<file path="src/rtl/mem_stage.sv">
// mem_stage: data-memory stage between execute and writeback (byte-lane stores, sign/zero-extended loads).
// Optional macro MEM_MISALIGN_CHECK_EN: misaligned lw/sw/lh/lhu/sh complete without a dmem request, flagged via misalign_o.
module mem_stage #(
    parameter  int DATA_W = 32,
    localparam int MASK_W = DATA_W / 8
) (
    input  logic              clk,
    input  logic              rst,
    input  logic              valid_i,
    output logic              ready_o,
    input  logic [DATA_W-1:0] alu_in,
    input  logic [DATA_W-1:0] rs2_in,
    input  logic              br_en_in,
    input  logic [DATA_W-1:0] pc_in,
    input  logic              mem_read,
    input  logic              mem_write,
    input  logic [2:0]        funct3,
    input  logic [1:0]        wb_sel,
    input  logic [4:0]        rd_in,
    input  logic              reg_we_in,
    output logic              valid_o,
    input  logic              ready_i,
    output logic [DATA_W-1:0] wb_data_o,
    output logic [4:0]        rd_o,
    output logic              reg_we_o,
    output logic              dmem_read,
    output logic              dmem_write,
    output logic [DATA_W-1:0] dmem_addr,
    output logic [DATA_W-1:0] dmem_wdata,
    output logic [MASK_W-1:0] dmem_wmask,
    input  logic [DATA_W-1:0] dmem_rdata,
    input  logic              dmem_resp,
    output logic              misalign_o
);

    // state  | meaning
    // EMPTY  | result register free, a new op can be taken
    // ACCESS | dmem request outstanding, waiting for dmem_resp
    // FULL   | completed op held for writeback
    typedef enum logic [1:0] {
        ST_EMPTY  = 2'b00,
        ST_ACCESS = 2'b01,
        ST_FULL   = 2'b10
    } state_t;

    state_t              state_q, state_d;
    logic [DATA_W-1:0]   wb_data_q, wb_data_d;
    logic [4:0]          rd_q, rd_d;
    logic                reg_we_q, reg_we_d;
    logic                misalign_q, misalign_d;
    logic                dmem_read_q, dmem_read_d;
    logic                dmem_write_q, dmem_write_d;
    logic [DATA_W-1:0]   addr_q, addr_d;
    logic [DATA_W-1:0]   wdata_q, wdata_d;
    logic [MASK_W-1:0]   wmask_q, wmask_d;
    logic [1:0]          lane_q, lane_d;
    logic [2:0]          funct3_q, funct3_d;
    logic                ld_sel_q, ld_sel_d;

    logic                accept;
    logic                is_load;
    logic                is_store;
    logic                misalign_det;
    logic [DATA_W-1:0]   sel_data;
    logic [DATA_W-1:0]   st_data;
    logic [MASK_W-1:0]   st_mask;
    logic [7:0]          ld_byte;
    logic [15:0]         ld_half;
    logic [DATA_W-1:0]   ld_fmt;

    assign ready_o  = (state_q == ST_EMPTY) | ((state_q == ST_FULL) & ready_i);
    assign accept   = valid_i & ready_o;
    // Both mem_read and mem_write set is treated as a load.
    assign is_load  = mem_read;
    assign is_store = mem_write & ~mem_read;

`ifdef MEM_MISALIGN_CHECK_EN
    assign misalign_det = (mem_read | mem_write) &
                          ((funct3[1] & (alu_in[1:0] != 2'b00)) |
                           ((funct3[1:0] == 2'b01) & alu_in[0]));
`else
    assign misalign_det = 1'b0;
`endif

    always_comb begin
        sel_data = '0;
        case (wb_sel)
            2'b00:   sel_data = alu_in;
            2'b01:   sel_data = {{(DATA_W-1){1'b0}}, br_en_in};
            2'b10:   sel_data = pc_in + DATA_W'(4);
            default: sel_data = '0;
        endcase
    end

    always_comb begin
        st_mask = 4'hF;
        st_data = rs2_in;
        case (funct3[1:0])
            2'b00: begin
                st_mask = 4'b0001 << alu_in[1:0];
                st_data = {4{rs2_in[7:0]}};
            end
            2'b01: begin
                st_mask = 4'b0011 << {alu_in[1], 1'b0};
                st_data = {2{rs2_in[15:0]}};
            end
            default: begin
                st_mask = 4'hF;
                st_data = rs2_in;
            end
        endcase
    end

    always_comb begin
        ld_byte = dmem_rdata[{lane_q, 3'b000} +: 8];
        ld_half = dmem_rdata[{lane_q[1], 4'b0000} +: 16];
        case (funct3_q)
            3'b000:  ld_fmt = {{24{ld_byte[7]}}, ld_byte};
            3'b001:  ld_fmt = {{16{ld_half[15]}}, ld_half};
            3'b100:  ld_fmt = {24'b0, ld_byte};
            3'b101:  ld_fmt = {16'b0, ld_half};
            default: ld_fmt = dmem_rdata;
        endcase
    end

    always_comb begin
        state_d      = state_q;
        wb_data_d    = wb_data_q;
        rd_d         = rd_q;
        reg_we_d     = reg_we_q;
        misalign_d   = misalign_q;
        dmem_read_d  = dmem_read_q;
        dmem_write_d = dmem_write_q;
        addr_d       = addr_q;
        wdata_d      = wdata_q;
        wmask_d      = wmask_q;
        lane_d       = lane_q;
        funct3_d     = funct3_q;
        ld_sel_d     = ld_sel_q;

        case (state_q)
            ST_EMPTY: ;
            ST_ACCESS: begin
                if (dmem_resp) begin
                    dmem_read_d  = 1'b0;
                    dmem_write_d = 1'b0;
                    state_d      = ST_FULL;
                    if (ld_sel_q) begin
                        wb_data_d = ld_fmt;
                    end
                end
            end
            ST_FULL: begin
                if (ready_i) begin
                    state_d = ST_EMPTY;
                end
            end
            default: state_d = ST_EMPTY;
        endcase

        // A new op overrides the drain to EMPTY when FULL hands off in the same cycle.
        if (accept) begin
            rd_d       = rd_in;
            wb_data_d  = sel_data;
            funct3_d   = funct3;
            lane_d     = alu_in[1:0];
            ld_sel_d   = is_load & (wb_sel == 2'b11);
            misalign_d = misalign_det;
            reg_we_d   = reg_we_in & ~is_store & ~misalign_det;
            if ((is_load | is_store) & ~misalign_det) begin
                state_d      = ST_ACCESS;
                dmem_read_d  = is_load;
                dmem_write_d = is_store;
                addr_d       = {alu_in[DATA_W-1:2], 2'b00};
                wdata_d      = st_data;
                wmask_d      = st_mask;
            end else begin
                state_d = ST_FULL;
            end
        end
    end

    always_ff @(posedge clk or posedge rst) begin
        if (rst) begin
            state_q      <= ST_EMPTY;
            wb_data_q    <= '0;
            rd_q         <= '0;
            reg_we_q     <= 1'b0;
            misalign_q   <= 1'b0;
            dmem_read_q  <= 1'b0;
            dmem_write_q <= 1'b0;
            addr_q       <= '0;
            wdata_q      <= '0;
            wmask_q      <= '0;
            lane_q       <= '0;
            funct3_q     <= '0;
            ld_sel_q     <= 1'b0;
        end else begin
            state_q      <= state_d;
            wb_data_q    <= wb_data_d;
            rd_q         <= rd_d;
            reg_we_q     <= reg_we_d;
            misalign_q   <= misalign_d;
            dmem_read_q  <= dmem_read_d;
            dmem_write_q <= dmem_write_d;
            addr_q       <= addr_d;
            wdata_q      <= wdata_d;
            wmask_q      <= wmask_d;
            lane_q       <= lane_d;
            funct3_q     <= funct3_d;
            ld_sel_q     <= ld_sel_d;
        end
    end

    assign valid_o    = (state_q == ST_FULL);
    assign wb_data_o  = wb_data_q;
    assign rd_o       = rd_q;
    assign reg_we_o   = reg_we_q;
    assign misalign_o = misalign_q;
    assign dmem_read  = dmem_read_q;
    assign dmem_write = dmem_write_q;
    assign dmem_addr  = addr_q;
    assign dmem_wdata = wdata_q;
    assign dmem_wmask = wmask_q;

endmodule

</file>
<file path="config.mk">
export PLATFORM = sky130hd
export DESIGN_NAME = mem_stage
export DESIGN_NICKNAME = d
export VERILOG_FILES = /design/src/rtl/mem_stage.sv
export SDC_FILE = /design/constraint.sdc
export NUM_CORES = 1
export LEC_CHECK = 0
export ABC_AREA = 1
export BUFFER_PORTS_ARGS = -buffer_cell sky130_fd_sc_hd__buf_2
export CORE_UTILIZATION = 50
export DETAILED_ROUTE_END_ITERATION = 12
export HOLD_SLACK_MARGIN = 0.1
export PLACE_DENSITY = 0.82
export SYNTH_ARGS = -nofsm -noshare
export SYNTH_HDL_FRONTEND = slang
export SYNTH_SLANG_ARGS = --single-unit
</file>
<file path="constraint.sdc">
create_clock -name clk -period 4.8 [get_ports clk]
set_input_delay 0.72 -clock clk [delete_from_list [all_inputs] [get_ports clk]]
set_output_delay 0.72 -clock clk [all_outputs]
set_load 0.02 [all_outputs]
</file>
-- After elaboration in Yosys (flattened, before gate mapping)
Cells that the tools add are included.
- register bits after elaboration: 114
- output and inout bits: 111
- word-level logic and storage cells: 69
- add/subtract/negate cells: 1
- bitwise logic cells: 9
- equality and inequality tests: 12
- muxes and demuxes: 21
- shift-type cells: 4
- reduce and logical (&&, ||, !) cells: 10
- operators with widths (cell ; number):
    $mux 32 ; 4
    $pmux 32 s4 ; 1
    $pmux 32 s3 ; 1
    $pmux 32 s2 ; 1
    $add 32x3->32 const B ; 1
    $shiftx 32x6->16 ; 1
    $shiftx 32x6->8 ; 1
    $mux 1 ; 8
    $mux 2 ; 4
    $pmux 4 s2 ; 1
    $eq 2x1->1 const B ; 3
    $eq 2x2->1 const B ; 3
    $eq 3x3->1 const B ; 2
    $logic_not 2->1 ; 3
    $pmux 2 s3 ; 1
    $reduce_and 3->1 ; 2
    $reduce_bool 2->1 ; 3
    $and 1x1->1 ; 5
    $shl 1x2->4 const A ; 1
    $shl 2x2->4 const A ; 1
    $eq 3x1->1 const B ; 1
    $logic_not 3->1 ; 1
    $ne 3x1->1 const B ; 1
    $ne 3x3->1 const B ; 1
    4 further kinds ; 6

-- Logic depth before layout (Yosys ltp)
- depth after elaboration: 6
- mapped depth: 12
- depth with buffers taken out: 12

-- Least setup slack after synthesis
No wires, ideal clock.
- kind: input to register
- from: input pc_in[2]
- to: register wb_data_q[12], in the netlist wb_data_o[12]
- data arrival time: 1.739 ns
- cell stages on the path: 12
- setup slack: 2.944 ns
- required time: 4.683 ns
- setup time: 0.117 ns
- path buffers: 0
- path through: ha_1 -> nand2_1 -> nor2_4 -> nand2_1 -> nor2_1 -> nand2_1 -> nand3_1 -> o21ai_0 -> nand2_1 -> nand2_1 -> nand2_1 -> nand2_1
- longest elaborated chain between the ends: 3
- RTL lines (element ; line ; source):
    start, declared ; 14 ; input logic [DATA_W-1:0] pc_in,
    $add 32x3->32 ; 90 ; 2'b10: sel_data = pc_in + DATA_W'(4);
    $pmux 32 s3 ; 87 ; case (wb_sel)
    $mux 32 ; 162 ; if (accept) begin
    end signal, assigned ; 200 ; wb_data_q <= wb_data_d;
    end, declared ; 47 ; logic [DATA_W-1:0] wb_data_q, wb_data_d;
Every way passes these cells.
A chain may end at the register's enable or synchronous reset.

-- Final worst setup path
- from: register state_q[1]
- to: register wdata_q[30], in the netlist dmem_wdata[30]
- longest elaborated chain between the ends: 5
- elaborated cells between the ends (all ways): 6
- RTL lines (element ; line ; source):
    start, declared ; 46 ; state_t state_q, state_d;
    start signal, assigned ; 199 ; state_q <= state_d;
    $eq 2x2->1 ; 71 ; assign ready_o = (state_q == ST_EMPTY) | ((state_q == ST_FULL) & ready_i);
    $and 1x1->1 ; 71 ;
    $or 1x1->1 (*) ; 71 ;
    $and 1x1->1 (*) ; 72 ; assign accept = valid_i & ready_o;
    $reduce_and 2->1 (no source line) (*) ; n/a ;
    end signal, assigned ; 207 ; wdata_q <= wdata_d;
    end, declared ; 54 ; logic [DATA_W-1:0] wdata_q, wdata_d;
Mark *: on every way between the ends. The rest lies on a longest branch, timed or not.

==> results.md <==
- Grt ovf: 0
- 1st-pass router iterations: 5
- Total track usage: 0.326
- Post_cts resized: 0
- Core footprint: 12700 sq um
- Initial cell density of the core: 0.517
- Row count: 41
- CP Cell Sequence: inv_2 -> nor2_2 -> nor2_4 -> nand2_4 -> nor2_2 -> nor2_4 -> inv_2 -> a41oi_1
- DP HPWL: 16600 um
- Netlist Area Pre-Place: 6580 sq um
- RSZ-0062 raised after global routing: no
- Die area: 13600 sq um
- Worst hold-check path type: reg2reg
- Routed via count: 7285
- Layout cell share with drive strength beyond 1: 0.263
- Req. time, crit path: 5.02 ns
- Area after DPL: 7870 sq um
- # Post-CTS Setup Buffers: 0
- CP startpoint kind: flop
- WL per Instance: 16.1 um
- DRT iter0 DRCs: 488
- Worst VDD drop: 0.414 mV
- Critical Path Sink Type: flop
- Residual DRC: 0
- Kind of cell adding the most delay to the critical path: buffers and inverters
- Placed cell count: 1325
- Leading register cell type out of synthesis: dfrtp_1
- Synthesis-stage register bit count: 114
- Ys Warns: 0
- Final Routed Wirelength: 21900 um
- Slowest cell on the critical path: inv_2
- Crit-path max FO: 67
- Final ANT Viol Nets: 0
- Worst Max-Slew Pin Slew: 1.23 ns
- Die Width: 117 um
- CTS sink count: 114
- Distinct cells, synth: 42
- WS Path Type: reg2reg
- Status: finished, final reports clean
- Share of the synthesized area in the top cell type: 0.433
- Area Growth Syn to Fin: 28.2%
- CTS H-tree lvls: 4
- Inserted Clock Buffers: 17
- Setup TNS Final: 0 ns
- First-pass GRT wire length: 33200 um
- Hold_buf cts: 0
- Synth top area cells: dfrtp_1, nand2_1, nor2_1
- Final hold violations: 0
- CTS tree: yes
- Crit path time final: 2.37 ns
- Final Worst Setup Slack: 2.43 ns
- CP arrival: 2.59 ns
- CTS max path bufs: 2
- Fmax: 422 MHz
- Antenna violations before repair: 2
- Post-DR vias/cell: 5.36
- Clock-pin slew on the worst setup and hold paths: 0.05 ns
- Crit path buf inv count: 2
- Final Instance Count excl. Fillers: 1359
- Leak: 4.45 nW
- Setup violators final: 0
- CP peak stage delay: 0.73 ns
- Clock root buffer: clkbuf_16
- Fin area: 8440 sq um
- Pwr/cell area: 627 nW/um^2
- Slew headroom: 0.181
- Clock latency on the worst-skew pair: 0.42 ns
- DP Worst Slack: 2.08 ns
- Share of synthesized registers carrying an async set or reset: 1.00
- Nets: 1320
- Max cap viols: 0
- Final slew viol count: 0
- I/O pin cnt: 258
- Sequential share of the synthesized area: 0.433
- Mapped Cells: 936
- Post-synth EDFFs: 0
- Fillers: 1214
- Die Y: 117 um
- Port buffer count: 254
- Fin crit share: 0.493
- Largest net degree at the start of global routing: 72
- Yosys top cell by area: dfrtp_1
- GP Congestion: 0.999
- Vias in the first global route: 6585
- Avg Inst Size Synth: 7.03 sq um
- Clock skew: 0.00810 ns
## cells in the final DEF, fill, tap and decap left out, drive strengths merged, types with 3 or more instances in the layout
master | synthesis | final
a21oi | 26 | 26
a22o | 4 | 4
a22oi | 3 | 3
a31oi | 17 | 17
a41oi | 5 | 5
buf | 27 | 256
clkbuf | 14 | 22
clkinv | 4 | 11
conb | 1 | 3
dfrtp | 114 | 114
inv | 76 | 76
nand2 | 342 | 342
nand3 | 41 | 41
nand4 | 5 | 5
nor2 | 125 | 125
nor3 | 8 | 8
o211ai | 15 | 15
o21ai | 71 | 71
o21bai | 10 | 10
o22ai | 13 | 13
xor2 | 3 | 3
## routing by layer
metal	GRT usage	wire length [um]
met4	0.159	770
met5	0	0
met2	0.533	10400
met1	0.406	8870
met3	0.0799	1900
## through the flow
stage	power, mW	util	hold WS [ns]
after floorplan	3.29	-	0.464
after global placement	4.04	0.619	0.457
after detailed placement	4.08	0.619	0.461
after CTS	5.29	0.663	0.476
after global routing	5.62	0.663	0.490
final	5.29	0.663	0.475
## worst paths after layout
kind | slack [ns] | start | to | cells past startpoint
max reg2reg | 2.43 | state_q[1] | dmem_wdata[30] | 8
max in group asynchronous | 3.21 | rst | wb_data_o[16] | 3
max | 2.43 | state_q[1] | dmem_wdata[30] | 8
min | 0.48 | dmem_addr[25] | dmem_addr[25] | 2
min reg2reg | 0.48 | dmem_addr[25] | dmem_addr[25] | 2
min in group asynchronous | 0.49 | rst | dmem_wdata[2] | 2
## flip-flops by register name, summed over array words and instances, names as in the netlist
register	flops
wb_data_o	32
dmem_read	1
funct3_q	3
dmem_write	1
ld_sel_q	1
dmem_addr	30
dmem_wmask	4
rd_o	5
state_q	2
reg_we_o	1
lane_q	2
dmem_wdata	32
## cell usage after synthesis (2+ instances only)
cell type and number:
nand4_1 5, nor3_1 8, nor2_1 115, a22oi_1 3, a21oi_2 5, dfrtp_1 114, o211ai_1 15, o22ai_1 13
nand3_1 41, buf_4 7, nor2_4 3, nand2_2 5, nor2_2 7, xor2_1 3, clkinv_1 4, nand3b_1 2
o21ai_1 7, a41oi_1 5, a21oi_1 21, nand2_1 335, clkbuf_1 14, nand2_4 2, buf_2 16, o21ai_0 64
inv_1 74, a31oi_1 17, inv_2 2, buf_1 2, o21bai_1 10, a21o_1 2, a22o_1 4
## logic make-up after synthesis
kind of cell             Yosys count  synth area share
adder cells (fa/ha/maj)            1           0.00190
other                              1          0.000570
flip-flops                       114             0.433
AO/OA/AOI/OAI                    171             0.158
buffers and inverters            121            0.0789
AND/OR/NAND/NOR                  524             0.322
XOR/XNOR                           4           0.00532
## report_power, final
group	leakage [nW]	switching [mW]	total [mW]	internal, mW
clock network	0.275	0.446	1.19	0.746
logic	2.80	1.56	2.32	0.758
registers	1.37	0.342	1.78	1.44
total	4.45	2.35	5.29	2.94
## worst reg2reg max path, cell delays in order, from the launching register on
cell and delay [ns]:
dfrtp_1 0.38, inv_2 0.09, nor2_2 0.05, nor2_4 0.11
nand2_4 0.19, nor2_2 0.29, nor2_4 0.06, inv_2 0.73
a41oi_1 0.27
## cell type report
class / instances / area, sq um / share of cell area
Tap cell: 172 / 215 / 0.0255
Sequential cell: 114 / 2850 / 0.338
Multi-Input combinational cell: 703 / 3220 / 0.381
Inverter: 80 / 303 / 0.0359
Clock buffer: 22 / 474 / 0.0562
Clock inverter: 10 / 83.8 / 0.00994
Antenna cell: 2 / 5.00 / 0.000593
Timing Repair Buffer: 256 / 1290 / 0.152
No activity file was read; power rests on OpenSTA's default activity.
